File: config.mk
export PLATFORM = sky130hd
export DESIGN_NAME = bg_fb_writer
export DESIGN_NICKNAME = d
export VERILOG_FILES = /design/src/rtl/bg_fb_writer.sv
export SDC_FILE = /design/constraint.sdc
export NUM_CORES = 1
export LEC_CHECK = 0
export BUFFER_PORTS_ARGS = -buffer_cell sky130_fd_sc_hd__buf_2
export CELL_PAD_IN_SITES_DETAIL_PLACEMENT = 1
export CELL_PAD_IN_SITES_GLOBAL_PLACEMENT = 1
export CORE_ASPECT_RATIO = 0.75
export CORE_MARGIN = 2
export CORE_UTILIZATION = 40
export CTS_CLUSTER_SIZE = 40
export DETAILED_ROUTE_END_ITERATION = 7
export PLACE_DENSITY_LB_ADDON = 0.1
export SLEW_MARGIN = 20
export SYNTH_ARGS = -nofsm -noshare
export SYNTH_HDL_FRONTEND = slang
export SYNTH_SLANG_ARGS = --single-unit
File: constraint.sdc
create_clock -name pclk -period 4.4 [get_ports pclk]
set_clock_uncertainty 0.1 [all_clocks]
set_input_delay 0.22 -clock pclk [delete_from_list [all_inputs] [get_ports pclk]]
set_output_delay 0.22 -clock pclk [all_outputs]
set_load 0.01 [all_outputs]
File: src/rtl/bg_fb_writer.sv
// Frame-buffer loader: unpacks a stream of bytes (two 4-bit grey pixels per
// byte, high nibble first) into linear frame-buffer writes, one pixel per
// write strobe, for exactly one frame per start request.
//
// Handshake: in_data is taken on a rising pclk edge where in_valid and
// in_ready are both high. in_ready is a decode of the state register only,
// so it never depends on in_valid within the same cycle.
module bg_fb_writer #(
    parameter int FB_W = 400,
    parameter int FB_H = 300
) (
    input  logic        pclk,
    input  logic        rst_n,
    input  logic        start,
    input  logic        abort,
    input  logic [7:0]  in_data,
    input  logic        in_valid,
    output logic        in_ready,
    output logic        wr_en,
    output logic [21:0] wr_addr,
    output logic [3:0]  wr_data,
    output logic        busy,
    output logic        done
);
    localparam int XW = (FB_W > 1) ? $clog2(FB_W) : 1;
    localparam int YW = (FB_H > 1) ? $clog2(FB_H) : 1;
    localparam logic [21:0]   LAST  = 22'(FB_W * FB_H - 1);
    localparam logic [XW-1:0] X_MAX = XW'(FB_W - 1);

    typedef enum logic [2:0] {IDLE, WAIT_BYTE, WR_HI, WR_LO, DONE} state_t;

    state_t        state;
    state_t        state_nx;
    logic [3:0]    lo_nib;     // second pixel of the captured byte
    logic [XW-1:0] x_cnt;
    logic [YW-1:0] y_cnt;
    logic [21:0]   addr_cnt;   // address of the next pixel to be written
    logic          take_byte;
    logic          go_lo;
    logic          advance;

    // Outputs decoded from the state register; abort suppresses a pending write.
    assign in_ready = (state == WAIT_BYTE);
    assign busy     = (state != IDLE);
    assign done     = (state == DONE);
    assign wr_en    = ((state == WR_HI) || (state == WR_LO)) && !abort;

    assign take_byte = (state == WAIT_BYTE) && (state_nx == WR_HI);
    assign go_lo     = (state == WR_HI) && (state_nx == WR_LO);
    // The counter stops on the last pixel instead of wrapping to 0.
    assign advance   = take_byte || (go_lo && (addr_cnt != LAST));

    // State register.
    always_ff @(posedge pclk or negedge rst_n) begin
        if (!rst_n) begin
            state <= IDLE;
        end else begin
            state <= state_nx;
        end
    end

    // Next-state logic; abort wins over everything outside IDLE.
    always_comb begin
        state_nx = state;
        case (state)
            IDLE: begin
                if (start && !abort) state_nx = WAIT_BYTE;
            end
            WAIT_BYTE: begin
                if (abort)         state_nx = IDLE;
                else if (in_valid) state_nx = WR_HI;
            end
            WR_HI: begin
                state_nx = abort ? IDLE : WR_LO;
            end
            WR_LO: begin
                if (abort)                state_nx = IDLE;
                else if (wr_addr == LAST) state_nx = DONE;
                else                      state_nx = WAIT_BYTE;
            end
            DONE: begin
                state_nx = IDLE;
            end
            default: begin
                state_nx = IDLE;
            end
        endcase
    end

    // x/y/linear address counters; linear address tracks y*FB_W+x by incrementing.
    always_ff @(posedge pclk or negedge rst_n) begin
        if (!rst_n) begin
            x_cnt    <= '0;
            y_cnt    <= '0;
            addr_cnt <= '0;
        end else if ((state == IDLE) && (state_nx == WAIT_BYTE)) begin
            x_cnt    <= '0;
            y_cnt    <= '0;
            addr_cnt <= '0;
        end else if (advance) begin
            addr_cnt <= addr_cnt + 22'd1;
            if (x_cnt == X_MAX) begin
                x_cnt <= '0;
                y_cnt <= y_cnt + YW'(1);
            end else begin
                x_cnt <= x_cnt + XW'(1);
            end
        end
    end

    // Byte capture and write address/data registers; they hold while wr_en is low.
    always_ff @(posedge pclk or negedge rst_n) begin
        if (!rst_n) begin
            lo_nib  <= '0;
            wr_addr <= '0;
            wr_data <= '0;
        end else if (take_byte) begin
            lo_nib  <= in_data[3:0];
            wr_data <= in_data[7:4];
            wr_addr <= addr_cnt;
        end else if (go_lo) begin
            wr_data <= lo_nib;
            wr_addr <= addr_cnt;
        end
    end

endmodule

* Word level (Yosys, flattened, before mapping)
Cells that the tools add are included.
** Word-level totals
- Memory bits (writable) :: 0
- Memories kept :: 0
- Flip-flop bits (word level) :: 55
- Bits in read-only memories :: 0
- Word-level logic and storage cells :: 41
- Bits in latches :: 0
- Input port bits :: 13
** Operators by class
- Shift-type cells :: 0
- Multiplexer cells :: 13
- Div/mod/pow operators :: 0
- Equality and inequality tests :: 9
- Multiply operators :: 0
- Reduce and logical (&&, ||, !) cells :: 13
- Magnitude comparators :: 0
- Add/sub/neg operators :: 1
- Bitwise gates (word level) :: 0
** Operator list (number)
- $mux W22 :: 4
- $add A22 B1 Y22 const B :: 1
- $eq A22 B17 Y1 const B :: 1
- $ne A22 B17 Y1 const B :: 1
- $mux W3 :: 5
- $eq A3 B2 Y1 const B :: 4
- $pmux W3 S4 :: 1
- $mux W4 :: 2
- $eq A3 B1 Y1 const B :: 2
- $logic_and A1 B1 Y1 :: 6
- $reduce_bool A2 Y1 :: 2
- $eq A3 B3 Y1 const B :: 1
- $logic_not A3 Y1 :: 1
- $reduce_bool A3 Y1 :: 1
- $logic_or A1 B1 Y1 :: 2
- $mux W2 :: 1
- $logic_not A1 Y1 :: 1

* Longest topological paths before layout
Gate-level depths: netlist of run 1.
- Depth after elaboration :: 10
- Mapped depth :: 7

* Least setup slack after synthesis of run 1
No wires, ideal clock.
- Path kind :: flip-flop to flip-flop
- Start point :: reg addr_cnt[17]
- End point :: reg addr_cnt[6]
- Path buffers :: 1
- Arrival :: 1.870 ns
- Stages on the path, launching flop included :: 7
- Path slack :: 2.334 ns
- Data required time :: 4.204 ns
- Setup time :: 0.096 ns
- Path through :: dfrtp_1 > or4_1 > or4_4 > o31ai_4 > buf_6 > o211ai_1 > o31ai_1
** Between the ends
- Word-level cells in the longest chain between the ends :: 4
** RTL lines
- start, declared :: line 37 : logic [21:0] addr_cnt;
- start signal, assigned :: line 101 : addr_cnt <= addr_cnt + 22'd1;
- $ne A22 B17 Y1 :: line 51 : assign advance = take_byte || (go_lo && (addr_cnt != LAST));
- $logic_and A1 B1 Y1 :: line 51
- $logic_or A1 B1 Y1 :: line 51
- $reduce_bool A2 Y1 (no line)
Every way passes these cells.
A chain may end at the register's enable or synchronous reset.

* Worst setup path in the final report of run 1
- Start point :: reg state[2]
- End point :: reg addr_cnt[5]
** Between the ends
- Word-level cells in the longest chain between the ends :: 8
** RTL lines
- start, declared :: line 32 : state_t state;
- start signal, assigned :: line 58 : state <= state_nx;
- $mux W3 :: line 71 : else if (in_valid) state_nx = WR_HI;
- $mux W3 :: line 70 : if (abort) state_nx = IDLE;
- $pmux W3 S4 :: line 65 : case (state)
- $eq A3 B2 Y1 :: line 49 : assign go_lo = (state == WR_HI) && (state_nx == WR_LO);
- $logic_and A1 B1 Y1 :: line 49
- $logic_and A1 B1 Y1 :: line 51
- $logic_or A1 B1 Y1 :: line 51
- $reduce_bool A2 Y1 (no line)
Parallel ways exist; a longest one is shown, timed or not.

==> impl_results.md, run 1 <==
* Outcome: complete, no violations
* Die W at 96.2 µm
* Clk_lat worst skew at 310 ps
* Net count after synthesis at 239
* Tcrit/Tclk final at 54.8%
* Post-synth top flop: dfrtp_1
* Hold path start: in_data[7]
* Hold WC Path Type: input port to flip-flop
* Worst Hold Path Cells at 3
* Final WL at between 6000 and 7000 µm
* Final Setup Violations at 0
* Site row count at 25
* Pre-Repair DR Iteration Count at 4
* Setup TNS at 0 ps
* # diodes at 0
* H-tree depth at 2
* WHS Endpoint: wr_data[3]$_DFFE_PN0P_
* Area Growth Syn to Fin at 15.8%
* DP Worst Slack at 1950 ps
* Fillcell total at about 700
* Nets at 284
* Post-CTS setup buffer count at 0
* Vias in the first global route at between 1500 and 2000
* RSZ-0062 raised after global routing: false
* Warnings from Yosys at 0
* Post-route setup slack at 1990 ps
* CP Capture Type: flip-flop
* Yosys reg bits at 55
* DRT iter0 DRCs at 66
* CORE AREA at 6220 µm²
* Worst-Margin Slew at 765 ps
* Arr. time, crit path at 2550 ps
* Initial antenna violation count at 0
* WHS at around 11 ps
* Asr flop ratio synth at 100%
* Vias per inst at 5.46
* Residual DRC count at 0
* CTS buffer count at 5
* Clock sink count at 55
* Lkg Pwr at 1.39 nW
* Reg2reg end: addr_cnt[5]$_DFFE_PN0P_
* Worst path required time at ~4500 ps
* Mean post-synth cell area at approximately 11 µm²
* IO Pins at 43
* Reg2Reg Depth at 6
* CP max stage delay at approximately 420 ps
* GRT Overall Usage at 19.2%
* Pwr/cell area at around 350 nW/µm²
* CP max stage cell: o21a_1
* Critical path type: flip-flop to flip-flop
* Die Y at about 73 µm
* Layout cells sized above 1 at 28.9%
* CP delay by family, top: compound AO/OA/AOI/OAI gates
* Final hold violations at 0
* Vias at 1917
* Syn Inst Count at 225
* Reg2Reg Setup Slack at ~2000 ps
* FMAX at between 0.4 and 0.5 GHz
* Post-layout minimum cycle time at 2410 ps
* Final core utilization at 47.5%
* Critical path startpoint category: flip-flop
* CTS tree: built
* Starting Density at between 40% and 50%
* Number of flops mapped to enable cells by yosys at 0
* Synth unique cells at 38
* Buf/Inv on CP at 1
* GPL Wtd Cong at roughly 0.75
* Grt total ovfl at 0
* Max-cap violations at 0
* CTS max path bufs at 2
* Post-synth top area share at 53.9%
* CP Max Fanout at 19
* Total Power at 1.04 mW
* Clock slew seen by the registers of the worst setup and hold paths at around 100 ps
* Register area share after synthesis at 53.9%
* Cell area after synthesis at roughly 2600 µm²
* First-pass GRT wire length at approximately 10000 µm
* Die area at 7040 µm²
* Relative slew slack at ~49%
* DPL Wire Length at between 4000 and 5000 µm
* Leading area contributor after synthesis: dfrtp_1
* Largest net degree at the start of global routing at between 50 and 60
* Max Slew Vio Count at 0
* Routed length per placed instance at 17.2 µm
* Root Driver: clkbuf_8
* Synth area leaders: dfrtp_1, mux2_2, xnor2_1
* Crit-path cells: nor2_1 -> o21a_1 -> buf_4 -> o31ai_4 -> or3_1 -> a21oi_1
* PortBufs at 42
* Max rail drop VDD at approximately 0.13 mV
* DRT antenna net count at 0
* Reg-to-Reg Start: state[2]$_DFF_PN0_
## cell usage after synthesis, drive strengths merged (7+ instances only)
master,n
o21ai,9
dfrtp,55
inv,7
mux2,25
nand3,13
nand2,13
nor2,19
xnor2,13
## timing repair
item / 4_1_cts / 5_1_grt
hold buffers: 1 / 0
endpoints found under the hold margin: 55 / 0
gates resized for setup: 0 / 0
## registers in the layout, indices dropped and copies added, names as in the netlist
name	count
addr_cnt	22
state	3
wr_data	4
wr_addr	22
lo_nib	4
## layout by cell type (no fill, tap or decap), types with 4 or more instances in the layout
| master | netlist | layout |
|---|---|---|
| nand4_1 | 5 | 5 |
| nor4_1 | 5 | 5 |
| o21ai_0 | 9 | 9 |
| nor4b_1 | 4 | 4 |
| mux2_2 | 25 | 25 |
| mux2i_1 | 5 | 5 |
| inv_1 | 7 | 7 |
| dfrtp_1 | 55 | 55 |
| nand2_1 | 13 | 13 |
| o31ai_1 | 4 | 4 |
| nor2_1 | 19 | 19 |
| or3_1 | 4 | 4 |
| nor3_1 | 5 | 5 |
| xnor2_1 | 13 | 13 |
| o211ai_1 | 5 | 5 |
| nand3_1 | 13 | 13 |
| clkbuf_8 | 0 | 5 |
| buf_2 | 3 | 43 |
## worst reg2reg max path: stages (launching register included)
cell and delay [ps]:
dfrtp_1 410, nor2_1 340, o21a_1 420, buf_4 350
o31ai_4 210, or3_1 370, a21oi_1 140
## layout make-up
| cell class | count | area (µm²) | share of cell area, % |
|---|---|---|---|
| clock buffers | 6 | 72.6 | 2.46 |
| repair buffers | 46 | 240 | 8.13 |
| clock inverters | 1 | 30.0 | 1.02 |
| multi-input cells | 155 | 1110 | 37.5 |
| well taps | 81 | 101 | 3.43 |
| flip-flops and latches | 55 | 1380 | 46.6 |
| inverters | 7 | 26.3 | 0.889 |
## where the power goes
group	internal [mW]	switching (mW)	leakage [nW]	total (mW)
Clock	0.167	0.168	0.0513	0.335
Combinational	0.0582	0.0694	0.584	0.128
Sequential	0.546	0.0299	0.751	0.576
## metrics by stage
step | area, µm² | std cells
after floorplan | 2550 | 225
after global placement | 2840 | 342
after detailed placement | 2840 | 342
after CTS | 2950 | 350
after global routing | 2960 | 351
final | 2960 | 351
## kinds of logic (layout without fill, tap and decap cells)
| group | count (synthesis) | in the layout | share of synthesized area, % |
|---|---|---|---|
| flops | 55 | 55 | 53.9 |
| xor+xnor | 13 | 13 | 4.46 |
| buf+inv | 15 | 60 | 2.65 |
| compound gates | 22 | 22 | 6.13 |
| simple gates | 89 | 89 | 19.4 |
| mux | 30 | 30 | 13.0 |
| fa+ha+maj | 1 | 1 | 0.490 |
## metal layers
metal	track usage [%]	vias up	share of wire, %
li1	-	901	-
met1	28.9	977	51
met2	27.5	31	43
met3	4.13	8	4.0
met4	6.19	0	1.3
met5	0	-	0
## worst max-delay path by stage
stage	cells after the start	start	slack, ps	endpoint
2_1_floorplan	6	addr_cnt[17]$_DFFE_PN0P_	2330	addr_cnt[6]$_DFFE_PN0P_
3_3_place_gp	6	state[2]$_DFF_PN0_	2050	addr_cnt[5]$_DFFE_PN0P_
3_5_place_dp	6	state[2]$_DFF_PN0_	1950	addr_cnt[5]$_DFFE_PN0P_
4_1_cts	6	state[2]$_DFF_PN0_	1940	addr_cnt[5]$_DFFE_PN0P_
5_1_grt	6	state[2]$_DFF_PN0_	1740	addr_cnt[5]$_DFFE_PN0P_
6_report	6	state[2]$_DFF_PN0_	1990	addr_cnt[5]$_DFFE_PN0P_
Note: power is estimated with default switching activity, not from simulation.
==> run 2, diff against run 1 <==
clock period = 2.4 ns   (was 4.4 ns; I/O delays follow)
==> impl_results.md, run 2 (synthesis gave the netlist of run 1 again) <==
* Tcrit/Tclk final at 92.9% (+38 points)
* WHS at 111 ps (+99.4 ps)
* Max Slew Vio Count at 0 (unchanged)
* Psw at 487 µW (+82%)
* Pre-Repair DR Iteration Count at 4 (unchanged)
* Starting Density at 41.0% (unchanged)
* Worst path required time at 2530 ps (-2010 ps)
* Hold path start: abort
* Max-cap violations at 0 (unchanged)
* CP max stage delay at 520 ps (+100 ps)
* Fillcell total at 701 (+0.86%)
* Met2 WL at 2820 µm (+7.5%)
* Final WL at 6190 µm (+2.6%)
* Reg2Reg Depth at 6 (unchanged)
* Largest net degree at the start of global routing at 26 (-54%)
* Final hold violations at 0 (unchanged)
* Setup TNS at 0 ps (unchanged)
* Switch share at 24.9% (-0.75 points)
* Reg2Reg Setup Slack at 170 ps (-1820 ps)
* Worst Hold Path Cells at 4 (+1)
* Max rail drop VDD at 0.297 mV (+140%)
* DRT antenna net count at 0 (unchanged)
* CTS tree: built
* Grt total ovfl at 0 (unchanged)
* Vias per inst at 5.26 (-3.7%)
* Clk_lat worst skew at 320 ps (about the same)
* GRT Overall Usage at 19.5% (+0.33 points)
* Reg2reg end: addr_cnt[3]$_DFFE_PN0P_
* Sequential share of power at 53.7% (-1.8 points)
* H-tree depth at 2 (unchanged)
* PortBufs at 42 (unchanged)
* Clock sink count at 55 (unchanged)
* IO Pins at 43 (unchanged)
* Fin area at 3140 µm² (+6.4%)
* Outcome: complete, no violations
* Routed wl met3 at 168 µm (-31%)
* CP Max Fanout at 11 (-8)
* Site row count at 25 (unchanged)
* First-pass GRT wire length at 10300 µm (+2.5%)
* Pint at 1.46 mW (+90%)
* DPL Wire Length at 4620 µm (+9.3%)
* Vias at 1956 (+2.0%)
* Most common cell after layout, fill and taps aside: dfrtp_1
* Root Driver: clkbuf_8
* Top Registers: addr_cnt x22, wr_addr x22
* Worst-Margin Slew at 635 ps (-130 ps)
* Residual DRC count at 0 (unchanged)
* RSZ-0062 raised after global routing: false
* Initial antenna violation count at 0 (unchanged)
* Routed length per placed instance at 16.6 µm (-3.2%)
* Lkg Pwr at 1.49 nW (+7.8%)
* Relative slew slack at 57.7% (+8.7 points)
* CTS buffer count at 5 (unchanged)
* Top Metal Used: met4
* DRT iter0 DRCs at 70 (+6.1%)
* GPL Wtd Cong at 0.809 (+7.7%)
* Clock network power share at 32.8% (+0.5 points)
* Hold WC Path Type: input port to flip-flop
* Met1 WL at 3150 µm (+1.8%)
* Reg-to-Reg Start: addr_cnt[17]$_DFFE_PN0P_
* Critical path type: flip-flop to flip-flop
* CORE AREA at 6220 µm² (unchanged)
* # diodes at 0 (unchanged)
* Die Y at 73.2 µm (unchanged)
* Nets at 304 (+7.0%)
* Post-layout minimum cycle time at 2230 ps (-181 ps)
* Layout cells sized above 1 at 31.6% (+2.7 points)
* Final Setup Violations at 0 (unchanged)
* Post-placement cell area at 2940 µm² (+3.4%)
* Pwr/cell area at 621 nW/µm² (+77%)
* FMAX at 0.449 GHz (+8.1%)
* Critical path startpoint category: flip-flop
* CP Capture Type: flip-flop
* Die area at 7040 µm² (unchanged)
* CTS max path bufs at 2 (unchanged)
* Total Power at 1.95 mW (+88%)
* Clock slew seen by the registers of the worst setup and hold paths at 100 ps (about the same)
* Vias in the first global route at 1947 (+2.3%)
* Crit-path cells: or4_1 -> or4_4 -> o31ai_4 -> buf_4 -> o211ai_1 -> o31ai_1
* Gate power share at 13.4% (+1.1 points)
* WHS Endpoint: state[0]$_DFF_PN0_
* Most frequent cells in the layout: dfrtp_1, buf_2, mux2_2
* Die W at 96.2 µm (unchanged)
* Arr. time, crit path at 2350 ps (-200 ps)
* CP max stage cell: or4_1
* Area Growth Syn to Fin at 23.1%
[run 2: worst max-delay path by stage]
stage / from / endpoint / slack [ps] / cells after the start
after floorplan: addr_cnt[17]$_DFFE_PN0P_ / addr_cnt[6]$_DFFE_PN0P_ / 330 / 6
after global placement: addr_cnt[17]$_DFFE_PN0P_ / addr_cnt[5]$_DFFE_PN0P_ / 230 / 6
after detailed placement: addr_cnt[17]$_DFFE_PN0P_ / addr_cnt[3]$_DFFE_PN0P_ / 170 / 6
after CTS: addr_cnt[17]$_DFFE_PN0P_ / addr_cnt[3]$_DFFE_PN0P_ / 160 / 6
after global routing: addr_cnt[17]$_DFFE_PN0P_ / addr_cnt[5]$_DFFE_PN0P_ / 40 / 6
final: addr_cnt[17]$_DFFE_PN0P_ / addr_cnt[3]$_DFFE_PN0P_ / 170 / 6
[run 2: layout make-up]
type / count / area (µm²) / area share, %
sequential: 55 / 1380 / 43.8
multi-input combinational: 155 / 1110 / 35.3
timing repair buffer: 66 / 413 / 13.1
tap: 81 / 101 / 3.22
clock buffer: 6 / 82.6 / 2.63
clock inverter: 2 / 35.0 / 1.11
inverter: 7 / 26.3 / 0.836
[run 2: worst max-delay path: cells and delay by family (launching register included)]
kind | cells | cell delay (ps)
buffers and inverters | 1 | 220
DFF | 1 | 420
AOI/OAI and AO/OA | 3 | 450
and+or+nand+nor | 2 | 960
[run 2: metrics by stage]
stage	std cells	util, %	setup slack [ps]
3_3_place_gp	355	47.2	227
2_1_floorplan	225	-	334
5_1_grt	372	50.5	40.8
6_report	372	50.5	172
3_5_place_dp	355	47.2	168
4_1_cts	372	50.5	158
[run 2: timing repair]
item                      CTS  global route
setup buffers               0             0
hold buffers                9             0
gates resized for setup     0             0
hold endpoints to repair   31             0
[run 2: power groups by stage]
stage / clock network, mW / logic [mW] / registers [mW]
after detailed placement: 0 / 0.257 / 1.07
final: 0.641 / 0.262 / 1.05
after CTS: 0.656 / 0.268 / 1.05
after global routing: 0.696 / 0.299 / 1.06
after floorplan: 0 / 0.118 / 1.08
after global placement: 0 / 0.248 / 1.06
[run 2: routing by layer]
metal	up-vias	global-route usage, %
met5	-	0
met4	0	4.76
met3	7	3.82
met2	23	28.5
met1	987	29.8
li1	939	-
==> run 3, diff against run 2 <==
ABC_AREA = 1   (was default)
==> impl_results.md, run 3 <==
* Layout cells sized above 1 at 19.3% (-12 points)
* Synth unique cells at 30 (-21%)
* CP max stage delay at 430 ps (-90 ps)
* Area Growth Syn to Fin at 18.4%
* Top cell by count, worst path: nand2_2
* Max Slew Vio Count at 0 (unchanged)
* Largest net degree at the start of global routing at 56 (+120%)
* Hold WC Path Type: input port to flip-flop
* Clock sink count at 55 (unchanged)
* Lkg Pwr at 1.67 nW (+12%)
* Post-synth top flop: dfrtp_1
* # diodes at 0 (unchanged)
* Vias per inst at 5.05 (-4.0%)
* IO Pins at 43 (unchanged)
* CP max stage cell: dfrtp_1
* Syn Inst Count at 393 (+75%)
* Most common cell after layout, fill and taps aside: nand2_1
* RSZ-0062 raised after global routing: false
* Most frequent cells in the layout: nand2_1, nor2_1, dfrtp_1
* DRT antenna net count at 0 (unchanged)
* First-pass GRT wire length at 13800 µm (+34%)
* Root Driver: clkbuf_8
* Clock network power share at 24.0% (-8.8 points)
* Pwr/cell area at 791 nW/µm² (+27%)
* GRT Overall Usage at 21.3% (+1.7 points)
* Post-Place Cells at 534 (+50%)
* Asr flop ratio synth at 100% (unchanged)
* CTS max path bufs at 2 (unchanged)
* Clk_lat worst skew at 310 ps (about the same)
* Die Y at 79.2 µm (+8.3%)
* Number of flops mapped to enable cells by yosys at 0 (unchanged)
* Final WL at 8360 µm (+35%)
* Yosys reg bits at 55 (unchanged)
* Setup TNS at 0 ps (unchanged)
* H-tree depth at 2 (unchanged)
* Starting Density at 41.2% (+0.18 points)
* Max-cap violations at 0 (unchanged)
* Arr. time, crit path at 2160 ps (-190 ps)
* Nets at 463 (+52%)
* CP delay by family, top: simple AND/OR/NAND/NOR gates
* Max rail drop VDD at 0.347 mV (+17%)
* CTS buffer count at 5 (unchanged)
* Post-synth top cells: nand2_1, nor2_1, dfrtp_1, inv_1, nand3_1
* CP Capture Type: flip-flop
* Top Registers: addr_cnt x22, wr_addr x22
* Pre-Repair DR Iteration Count at 4 (unchanged)
* DPL Wire Length at 6180 µm (+34%)
* Vias at 2780 (+42%)
* Net count after synthesis at 407 (+70%)
* Relative slew slack at 51.9% (-5.8 points)
* Post-synth top area share at 45.6% (-8.3 points)
* Critical path startpoint category: flip-flop
* Clock slew seen by the registers of the worst setup and hold paths at 110 ps (about the same)
* GPL Wtd Cong at 0.805 (-0.53%)
* Non-filler cells, final at 551 (+48%)
* Leading area contributor after synthesis: dfrtp_1
* Vias in the first global route at 2709 (+39%)
* Critical path type: flip-flop to flip-flop
* Tcrit/Tclk final at 86.1% (-6.8 points)
* Warnings from Yosys at 0 (unchanged)
* CORE AREA at 7330 µm² (+18%)
* Post-layout minimum cycle time at 2070 ps (-163 ps)
* Die area at 8270 µm² (+17%)
* Cell area after synthesis at 3020 µm² (+18%)
* Initial antenna violation count at 0 (unchanged)
* Count leader, synth: nand2_1
* Final Setup Violations at 0 (unchanged)
* Fillcell total at 934 (+33%)
* CTS tree: built
* Psw at 1.08 mW (+120%)
* Synth area leaders: dfrtp_1, nand2_1, nor2_1
* CP Max Fanout at 26 (+15)
* Site row count at 27 (+8.0%)
* Worst path required time at 2500 ps (-30 ps)
* Residual DRC count at 0 (unchanged)
* Switch share at 38.3% (+13 points)
* DRT iter0 DRCs at 120 (+71%)
* Grt total ovfl at 0 (unchanged)
* Routed length per placed instance at 15.2 µm (-8.9%)
* Mean post-synth cell area at 7.68 µm² (-32%)
* Outcome: complete, no violations
* Buf/Inv on CP at 0 (-1)
* Worst-Margin Slew at 722 ps (+87.1 ps)
* Gate power share at 32.6% (+19 points)
* Die W at 104 µm (+8.4%)
* PortBufs at 42 (unchanged)
* Cts repair resizes at 0 (unchanged)
* Register area share after synthesis at 45.6% (-8.3 points)
* Final hold violations at 0 (unchanged)
* Crit-path cells: ha_1 -> nand2_2 -> nor2_2 -> nand3_1 -> nand2_2 -> nand3_4 -> nand2_1 -> o21ai_2
* FMAX at 0.484 GHz (+7.9%)
* Pint at 1.75 mW (+19%)
* Sequential share of power at 43.4% (-10 points)
-- run 3: cell count changes after synthesis, moves of 6 or more --
cell     previous run  this run
o21ai_2             0        12
nor2_1             19        69
nand2_1            13       105
a21oi_1             1        10
mux2_2             25         3
xor2_1              0        10
nand4_1             5        17
xnor2_1            13         1
nand3_1            13        19
inv_1               7        38
-- run 3: per-stage QoR --
step	utilization [%]	area [µm²]	setup slack [ps]	total power, mW	hold slack [ps]
2_1_floorplan	-	3020	745	1.87	-276
3_3_place_gp	45.9	3360	489	2.15	211
3_5_place_dp	45.9	3360	342	2.18	214
4_1_cts	48.8	3570	322	2.86	92.4
5_1_grt	48.8	3570	136	3.01	117
6_report	48.8	3570	334	2.83	91.8
-- run 3: kinds of logic after synthesis --
logic type	count (synthesis)	share of synthesized area [%]
adder cells (fa/ha/maj)	1	0.414
XOR/XNOR	11	3.19
AND/OR/NAND/NOR	229	33.1
buffers and inverters	53	7.79
multiplexers	3	1.12
AO/OA/AOI/OAI	41	8.83
flip-flops	55	45.6
-- run 3: timing repair --
action,in CTS,in global routing
hold endpoints to repair,63,0
setup buffers,0,0
hold buffers,9,0
endpoints found under the setup margin,0,0
-- run 3: path summary, 6_finish.rpt --
check / startpoint / to / slack [ps] / cells after the start
worst max-delay path: addr_cnt[0]$_DFFE_PN0P_ / addr_cnt[7]$_DFFE_PN0P_ / 330 / 8
worst min-delay path: in_valid / state[0]$_DFF_PN0_ / 90 / 4
worst max register to register: addr_cnt[0]$_DFFE_PN0P_ / addr_cnt[7]$_DFFE_PN0P_ / 330 / 8
worst min register to register: lo_nib[1]$_DFFE_PN0N_ / lo_nib[1]$_DFFE_PN0N_ / 400 / 2
max in group asynchronous: rst_n / addr_cnt[9]$_DFFE_PN0P_ / 1330 / 3
min in group asynchronous: rst_n / state[2]$_DFF_PN0_ / 390 / 3
-- run 3: tightest hold or removal path, stage by stage --
cell     delay, ps
buf_2          100
nor3_1          50
a21oi_1        140
nand2_1         60
-- run 3: routing by layer --
| layer | track usage, % | share of wire, % |
|---|---|---|
| met2 | 33.1 | 44 |
| met3 | 3.12 | 4.1 |
| met1 | 31.9 | 51 |
| met4 | 3.24 | 0.55 |
| met5 | 0 | 0 |
-- run 3: power by group through the flow --
stage	registers (mW)	logic (mW)	clock network (mW)
after global placement	1.24	0.912	0
final	1.23	0.921	0.678
after detailed placement	1.25	0.929	0
after global routing	1.25	1.03	0.722
after CTS	1.23	0.941	0.689
after floorplan	1.28	0.593	0
-- run 3: layout make-up --
| cell class | count | area (µm²) | share of cell area, % |
|---|---|---|---|
| tap | 101 | 126 | 3.54 |
| inverter | 40 | 153 | 4.27 |
| sequential | 55 | 1380 | 38.5 |
| clock buffer | 6 | 82.6 | 2.31 |
| clock inverter | 2 | 38.8 | 1.09 |
| timing repair buffer | 62 | 383 | 10.7 |
| multi-input combinational | 285 | 1420 | 39.6 |
